<file path="config.mk">
export PLATFORM = sky130hd
export DESIGN_NAME = snake_game_ctrl
export DESIGN_NICKNAME = d
export VERILOG_FILES = /design/src/rtl/snake_game_ctrl.sv
export SDC_FILE = /design/constraint.sdc
export NUM_CORES = 1
export LEC_CHECK = 0
export CAP_MARGIN = 40
export CORE_UTILIZATION = 53
export DETAILED_ROUTE_END_ITERATION = 10
export GPL_TIMING_DRIVEN = 0
export PLACE_DENSITY = 0.8
export SLEW_MARGIN = 10
export SYNTH_ARGS = -nofsm -noshare
export SYNTH_HDL_FRONTEND = slang
export SYNTH_SLANG_ARGS = --single-unit
</file>
<file path="constraint.sdc">
create_clock -name clk_25M -period 3.6 [get_ports clk_25M]
set_clock_uncertainty 0.2 [all_clocks]
set_input_delay 1.08 -clock clk_25M [delete_from_list [all_inputs] [get_ports clk_25M]]
set_output_delay 1.08 -clock clk_25M [all_outputs]
set_load 0.01 [all_outputs]
</file>
<file path="src/rtl/snake_game_ctrl.sv">
// rtl/snake_game_ctrl.sv - snake game sequencer: FSM, step timing, head motion, collisions, score
//
// Purpose:
//   Runs the IDLE/PLAY/EVAL/OVER game flow. Counts VGA frames to pace snake
//   steps, turns the snake right on button presses (at most one turn per
//   step), moves the head on the cell grid, detects wall and self collisions,
//   detects food and issues grow requests, and keeps a saturating score.
//
// Ports:
//   clk_25M        in   pixel clock
//   reset          in   synchronous, active-low
//   i_frame_start  in   one-cycle pulse at the start of each VGA frame
//   i_turn_right   in   raw turn button, active-high
//   i_start_btn    in   raw start button, active-high
//   i_food_col/row in   food cell position
//   i_self_hit     in   head overlaps a body segment (sampled in EVAL)
//   o_state        out  0=IDLE 1=PLAY 2=EVAL 3=OVER
//   o_head_col/row out  head cell position
//   o_dir          out  0=up 1=right 2=down 3=left
//   o_step         out  one-cycle pulse: head moved, body must shift
//   o_grow         out  one-cycle pulse: food eaten
//   o_score        out  binary score, saturating at MAX_SCORE
//   o_game_over    out  high in OVER
module snake_game_ctrl #(
  parameter int FRAMES_PER_STEP = 12,
  parameter int GRID_W          = 32,
  parameter int GRID_H          = 24,
  parameter int INIT_COL        = 13,
  parameter int INIT_ROW        = 11,
  parameter int MAX_SCORE       = 99
) (
  input  logic       clk_25M,
  input  logic       reset,
  input  logic       i_frame_start,
  input  logic       i_turn_right,
  input  logic       i_start_btn,
  input  logic [4:0] i_food_col,
  input  logic [4:0] i_food_row,
  input  logic       i_self_hit,
  output logic [1:0] o_state,
  output logic [4:0] o_head_col,
  output logic [4:0] o_head_row,
  output logic [1:0] o_dir,
  output logic       o_step,
  output logic       o_grow,
  output logic [6:0] o_score,
  output logic       o_game_over
);

  typedef enum logic [1:0] {
    S_IDLE = 2'd0,
    S_PLAY = 2'd1,
    S_EVAL = 2'd2,
    S_OVER = 2'd3
  } state_t;

  localparam logic [4:0] COL_LAST  = 5'(GRID_W - 1);
  localparam logic [4:0] ROW_LAST  = 5'(GRID_H - 1);
  localparam logic [4:0] COL_INIT  = 5'(INIT_COL);
  localparam logic [4:0] ROW_INIT  = 5'(INIT_ROW);
  localparam logic [5:0] CNT_LAST  = 6'(FRAMES_PER_STEP - 1);
  localparam logic [6:0] SCORE_SAT = 7'(MAX_SCORE);

  state_t     r_state, w_state_nxt;
  logic [4:0] r_head_col, w_head_col_nxt;
  logic [4:0] r_head_row, w_head_row_nxt;
  logic [1:0] r_dir, w_dir_nxt;
  logic       r_step, w_step_nxt;
  logic       r_grow, w_grow_nxt;
  logic [6:0] r_score, w_score_nxt;
  logic [5:0] r_frame_cnt, w_frame_cnt_nxt;
  logic       r_pending, w_pending_nxt;

  // [0],[1] form the 2-FF synchronizer, [2] holds the previous synchronized
  // value for rising-edge detection.
  logic [2:0] r_turn_sync;
  logic [2:0] r_start_sync;

  logic       w_turn_edge;
  logic       w_start_edge;
  logic       w_step_due;
  logic [5:0] w_cnt_inc;
  logic [1:0] w_dir_next;
  logic [4:0] w_next_col;
  logic [4:0] w_next_row;
  logic       w_off_grid;

  assign w_turn_edge  = r_turn_sync[1] & ~r_turn_sync[2];
  assign w_start_edge = r_start_sync[1] & ~r_start_sync[2];
  assign w_step_due   = i_frame_start && (r_frame_cnt == CNT_LAST);
  assign w_cnt_inc    = (r_frame_cnt == CNT_LAST) ? 6'd0 : r_frame_cnt + 6'd1;
  // A turn edge landing on the move cycle still turns this step.
  assign w_dir_next   = r_dir + {1'b0, r_pending | w_turn_edge};

  // Synchronizers survive the OVER->IDLE restart; only reset clears them.
  always_ff @(posedge clk_25M) begin
    if (!reset) begin
      r_turn_sync  <= 3'b000;
      r_start_sync <= 3'b000;
    end else begin
      r_turn_sync  <= {r_turn_sync[1:0], i_turn_right};
      r_start_sync <= {r_start_sync[1:0], i_start_btn};
    end
  end

  // Candidate head cell for the upcoming move, plus wall check.
  always_comb begin
    w_next_col = r_head_col;
    w_next_row = r_head_row;
    w_off_grid = 1'b0;
    case (w_dir_next)
      2'd0: if (r_head_row == 5'd0)     w_off_grid = 1'b1; else w_next_row = r_head_row - 5'd1;
      2'd1: if (r_head_col == COL_LAST) w_off_grid = 1'b1; else w_next_col = r_head_col + 5'd1;
      2'd2: if (r_head_row == ROW_LAST) w_off_grid = 1'b1; else w_next_row = r_head_row + 5'd1;
      default: if (r_head_col == 5'd0)  w_off_grid = 1'b1; else w_next_col = r_head_col - 5'd1;
    endcase
  end

  always_ff @(posedge clk_25M) begin
    if (!reset) begin
      r_state     <= S_IDLE;
      r_head_col  <= COL_INIT;
      r_head_row  <= ROW_INIT;
      r_dir       <= 2'd1;
      r_step      <= 1'b0;
      r_grow      <= 1'b0;
      r_score     <= 7'd0;
      r_frame_cnt <= 6'd0;
      r_pending   <= 1'b0;
    end else begin
      r_state     <= w_state_nxt;
      r_head_col  <= w_head_col_nxt;
      r_head_row  <= w_head_row_nxt;
      r_dir       <= w_dir_nxt;
      r_step      <= w_step_nxt;
      r_grow      <= w_grow_nxt;
      r_score     <= w_score_nxt;
      r_frame_cnt <= w_frame_cnt_nxt;
      r_pending   <= w_pending_nxt;
    end
  end

  always_comb begin
    w_state_nxt     = r_state;
    w_head_col_nxt  = r_head_col;
    w_head_row_nxt  = r_head_row;
    w_dir_nxt       = r_dir;
    w_step_nxt      = 1'b0;
    w_grow_nxt      = 1'b0;
    w_score_nxt     = r_score;
    w_frame_cnt_nxt = r_frame_cnt;
    w_pending_nxt   = r_pending;
    case (r_state)
      S_IDLE: begin
        if (w_start_edge) begin
          w_state_nxt     = S_PLAY;
          w_frame_cnt_nxt = 6'd0;
        end
      end
      S_PLAY: begin
        if (i_frame_start) w_frame_cnt_nxt = w_cnt_inc;
        if (w_step_due) begin
          if (w_off_grid) begin
            w_state_nxt = S_OVER;
          end else begin
            w_head_col_nxt = w_next_col;
            w_head_row_nxt = w_next_row;
            w_dir_nxt      = w_dir_next;
            w_pending_nxt  = 1'b0;
            w_step_nxt     = 1'b1;
            w_state_nxt    = S_EVAL;
          end
        end else if (w_turn_edge) begin
          w_pending_nxt = 1'b1;
        end
      end
      S_EVAL: begin
        if (i_frame_start) w_frame_cnt_nxt = w_cnt_inc;
        // Self-collision wins over food on the same step.
        if (i_self_hit) begin
          w_state_nxt = S_OVER;
        end else begin
          if ((r_head_col == i_food_col) && (r_head_row == i_food_row)) begin
            w_grow_nxt = 1'b1;
            if (r_score < SCORE_SAT) w_score_nxt = r_score + 7'd1;
          end
          w_state_nxt = S_PLAY;
        end
      end
      S_OVER: begin
        if (w_start_edge) begin
          w_state_nxt     = S_IDLE;
          w_head_col_nxt  = COL_INIT;
          w_head_row_nxt  = ROW_INIT;
          w_dir_nxt       = 2'd1;
          w_score_nxt     = 7'd0;
          w_frame_cnt_nxt = 6'd0;
          w_pending_nxt   = 1'b0;
        end
      end
      default: w_state_nxt = S_IDLE;
    endcase
  end

  assign o_state     = r_state;
  assign o_head_col  = r_head_col;
  assign o_head_row  = r_head_row;
  assign o_dir       = r_dir;
  assign o_step      = r_step;
  assign o_grow      = r_grow;
  assign o_score     = r_score;
  assign o_game_over = (r_state == S_OVER);

endmodule
</file>
==> summary.txt <==
Pwr
  – Tot Pwr: 0.001633 W
  – Clock power frac: 16.6%
  – Pint: 0.0009567 W
  – Flop pwr share: 33.4%
  – Comb pwr share: 50.0%
  – Pwr Density: 572.1 mW/mm²
  – Net Sw Power: 0.0006767 W
  – VDD IR max: 0.0004276 V
  – Leakage: 1.088 nW
  – Switch share: 41.43%

GRT
  – Largest net degree at the start of global routing: 11
  – Initial antenna violation count: 0
  – GR Overflow Total: 0
  – First-pass GRT wire length: 8659 µm
  – Grt peak-use layer: met2
  – Grt met1 use: 30.46%
  – Total track usage: 25.38%
  – Vias in the first global route: 1948
  – GRT met3 Usage: 4.667%
  – Met2 GRT Util: 43.87%

Route
  – Antenna Nets Post-Route: 0
  – DR DRC count: 0
  – DR vias: 2152
  – Drt pass-1 iters: 4
  – Via density: 5.961
  – Detailed Route Iter0 Violations: 81
  – Final wirelength: 5385 µm
  – WL per Instance: 14.92 µm

Place
  – Dpl ws: 0.1855 ns
  – Hpwl dp: 3957 µm
  – GP Congestion: 0.7965
  – IO buf count: 39
  – Post-placement cell count: 354

Floorplan
  – Die height: 68.23 µm
  – Top Ports: 40
  – Starting Density: 56.49%
  – Die X: 68.23 µm
  – Placement row count: 23
  – Core outline area: 0.004115 mm²
  – Die area: 0.004655 mm²

Clock tree
  – CTS Buffer Depth: 2
  – Clk Latency, worst-skew pair: 0.29 ns
  – H-tree levels: 2
  – CTS tree: yes
  – Clock slew at reported path FFs: 0.07 ns
  – CTS Buf Count: 5
  – Post_cts resized: 0
  – # clock sinks: 36
  – CTS Root Cell: clkbuf_8
  – Hold-fix buffers at CTS: 0
  – Post-CTS Setup Bufs: 0

Timing
  – Setup_tns: 0 ns
  – Final Cycle Share: 87.64%
  – # setup viols final: 0
  – Worst setup margin: 0.4450 ns
  – Slew headroom: 56.00%
  – Actual slew at the worst max-slew pin: 0.6600 ns
  – F_max: 317.0 MHz
  – Endpoints failing hold: 0
  – Min Tclk post-route: 3.155 ns
  – Slew Limit Fails: 0
  – RSZ-0062 raised after global routing: no

Logic synthesis
  – Top_reg_cell synth: dfxtp_1
  – Synth cell types: 61
  – Synthesized cell area: 0.002325 mm²
  – Mapped Avg Cell Area: 8.773 µm²
  – Syn Inst Count: 265
  – Synth Area in Compound Gates: 23.79%
  – Synth Area in XOR/XNOR: 6.351%
  – Most frequent cells after synthesis: dfxtp_1, nor2_1, a21oi_1
  – Cell taking the most area after synthesis: dfxtp_1
  – YS warnings: 0
  – Most numerous cell in the Yosys netlist: dfxtp_1
  – Largest family of logic cells by synthesized area: simple AND/OR/NAND/NOR gates
  – Number of synthesized register bits: 36
  – Mux share of post-synthesis cell area: 1.722%
  – Asr flop ratio synth: 0%
  – Register area share after synthesis: 31.00%
  – Adder-Cell Fraction of Synth Area: 8.719%
  – Ranking of synthesized cells by area: dfxtp_1, ha_1, a21oi_1, xor2_1, nor2_1
  – Synth Area in Simple Gates: 25.13%
  – Number of enable flip-flop cells after synthesis: 0
  – Mapped Nets: 296
  – Top-area cell type share of the netlist area: 31.00%

Critical path
  – Largest stage delay, worst path: 0.63 ns
  – R2R Setup Slk: 0.58 ns
  – R2r endpoint: o_head_col[4]$_SDFFE_PN0P_
  – Critical-path cell list: clkdlybuf4s50_1 > and2_1 > a21boi_1 > a311oi_2 > o21ai_1 > a31o_2
  – Critical Path End Type: flip-flop
  – WS Path Type: in2reg
  – Crit path max-delay cell type: a311oi_2
  – Worst r2r src: r_turn_sync[2]$_SDFF_PN0_
  – CP arrival: 3.14 ns
  – CP max FO: 10
  – Worst R2R Path Depth: 11
  – WP data required: 3.58 ns
  – Critical path launch point type: input port

Worst hold path
  – Min-Delay Path Class: reg2reg
  – Hold EP: r_turn_sync[1]$_SDFF_PN0_
  – HP Start: r_turn_sync[0]$_SDFF_PN0_
  – Hold depth: 1

Job
  – Max Cap Violations: 0

Finish
  – Finished Layout Cells: 361
  – Area Growth Syn to Fin: 22.82%
  – Number of diodes: 0
  – Fraction of layout cells with a size suffix above 1: 6.752%
  – Post-layout nets: 342

Outcome
  – Outcome: completed
## sequential cells by signal, indices dropped and copies added (netlist names)
register / flops
o_dir: 2
o_grow: 1
o_head_col: 5
o_head_row: 5
o_score: 7
o_state: 2
o_step: 1
r_frame_cnt: 6
r_pending: 1
r_start_sync: 3
r_turn_sync: 3
## final cells by class
class	instances	area, µm²
multi-input cells	210	1528
fillers	360	1260
flip-flops and latches	36	720.7
repair buffers	39	390.4
clock buffers	6	72.57
well taps	50	62.56
inverters	12	45.04
plain buffers	7	31.28
clock inverters	1	5.005
## through the flow
stage	util, %	hold slack (ns)	cell area, µm²
floorplan	-	0.2119	2325
global placement	67.50	0.2154	2778
detailed placement	67.50	0.2224	2778
CTS	69.38	0.2384	2855
global route	69.38	0.2513	2855
finish	69.38	0.2340	2855
## worst max-delay path by stage
stage / start / cells past startpoint / slack (ns) / to
floorplan: i_self_hit / 5 / 0.86 / o_score[3]$_SDFFE_PN0P_
global placement: i_frame_start / 6 / 0.23 / o_head_row[3]$_SDFFE_PN1P_
detailed placement: i_frame_start / 6 / 0.19 / o_head_col[4]$_SDFFE_PN0P_
CTS: i_frame_start / 6 / 0.49 / o_head_col[4]$_SDFFE_PN0P_
global route: i_frame_start / 6 / 0.30 / o_head_col[4]$_SDFFE_PN0P_
finish: i_frame_start / 6 / 0.44 / o_head_col[4]$_SDFFE_PN0P_
## metal layers
layer  wire length, µm  part of all wire [%]  vias up
met5                 0                     0        -
met4                95                   1.8        0
met3               234                   4.3       10
met2              2638                    49       58
met1              2417                    45     1020
li1                  -                     -     1064
## worst max-delay path, delay by kind of cell
family | cells | cell delay [ns]
AOI/OAI and AO/OA | 4 | 1.26
buffers and inverters | 1 | 0.55
and+or+nand+nor | 1 | 0.25
## power by group through the flow
| stage | logic, W | registers (W) | clock network, W |
|---|---|---|---|
| final | 0.000817 | 0.000545 | 0.000271 |
| after global routing | 0.000904 | 0.000557 | 0.000294 |
| after CTS | 0.000815 | 0.000546 | 0.000278 |
| after detailed placement | 0.000808 | 0.000555 | 0 |
| after global placement | 0.000786 | 0.000552 | 0 |
| after floorplan | 0.000564 | 0.000554 | 0 |
## layout by cell type, fill, tap and decap left out, types with 3 or more instances in the layout
cell type / count
clkdlybuf4s50_1: 39
dfxtp_1: 36
nor2_1: 21
a21oi_1: 20
o21ai_0: 15
nand2_1: 13
ha_1: 13
inv_1: 12
xor2_1: 11
nand3_1: 9
and2_1: 9
clkbuf_1: 7
nor3b_1: 6
nand2b_1: 5
or4_1: 5
o31ai_1: 5
clkbuf_8: 5
xnor2_1: 4
o211ai_1: 4
mux2i_1: 4
and3_1: 4
a211oi_1: 4
o21ai_1: 4
nor3_1: 4
a21o_1: 3
nor2b_1: 3
nor4_1: 3
## logic make-up after synthesis
kind of cell,after synthesis
AND/OR/NAND/NOR,98
AO/OA/AOI/OAI,77
XOR/XNOR,16
adder cells (fa/ha/maj),15
multiplexers,4
flip-flops,36
buffers and inverters,19
No activity file was read; power rests on OpenSTA's default activity.
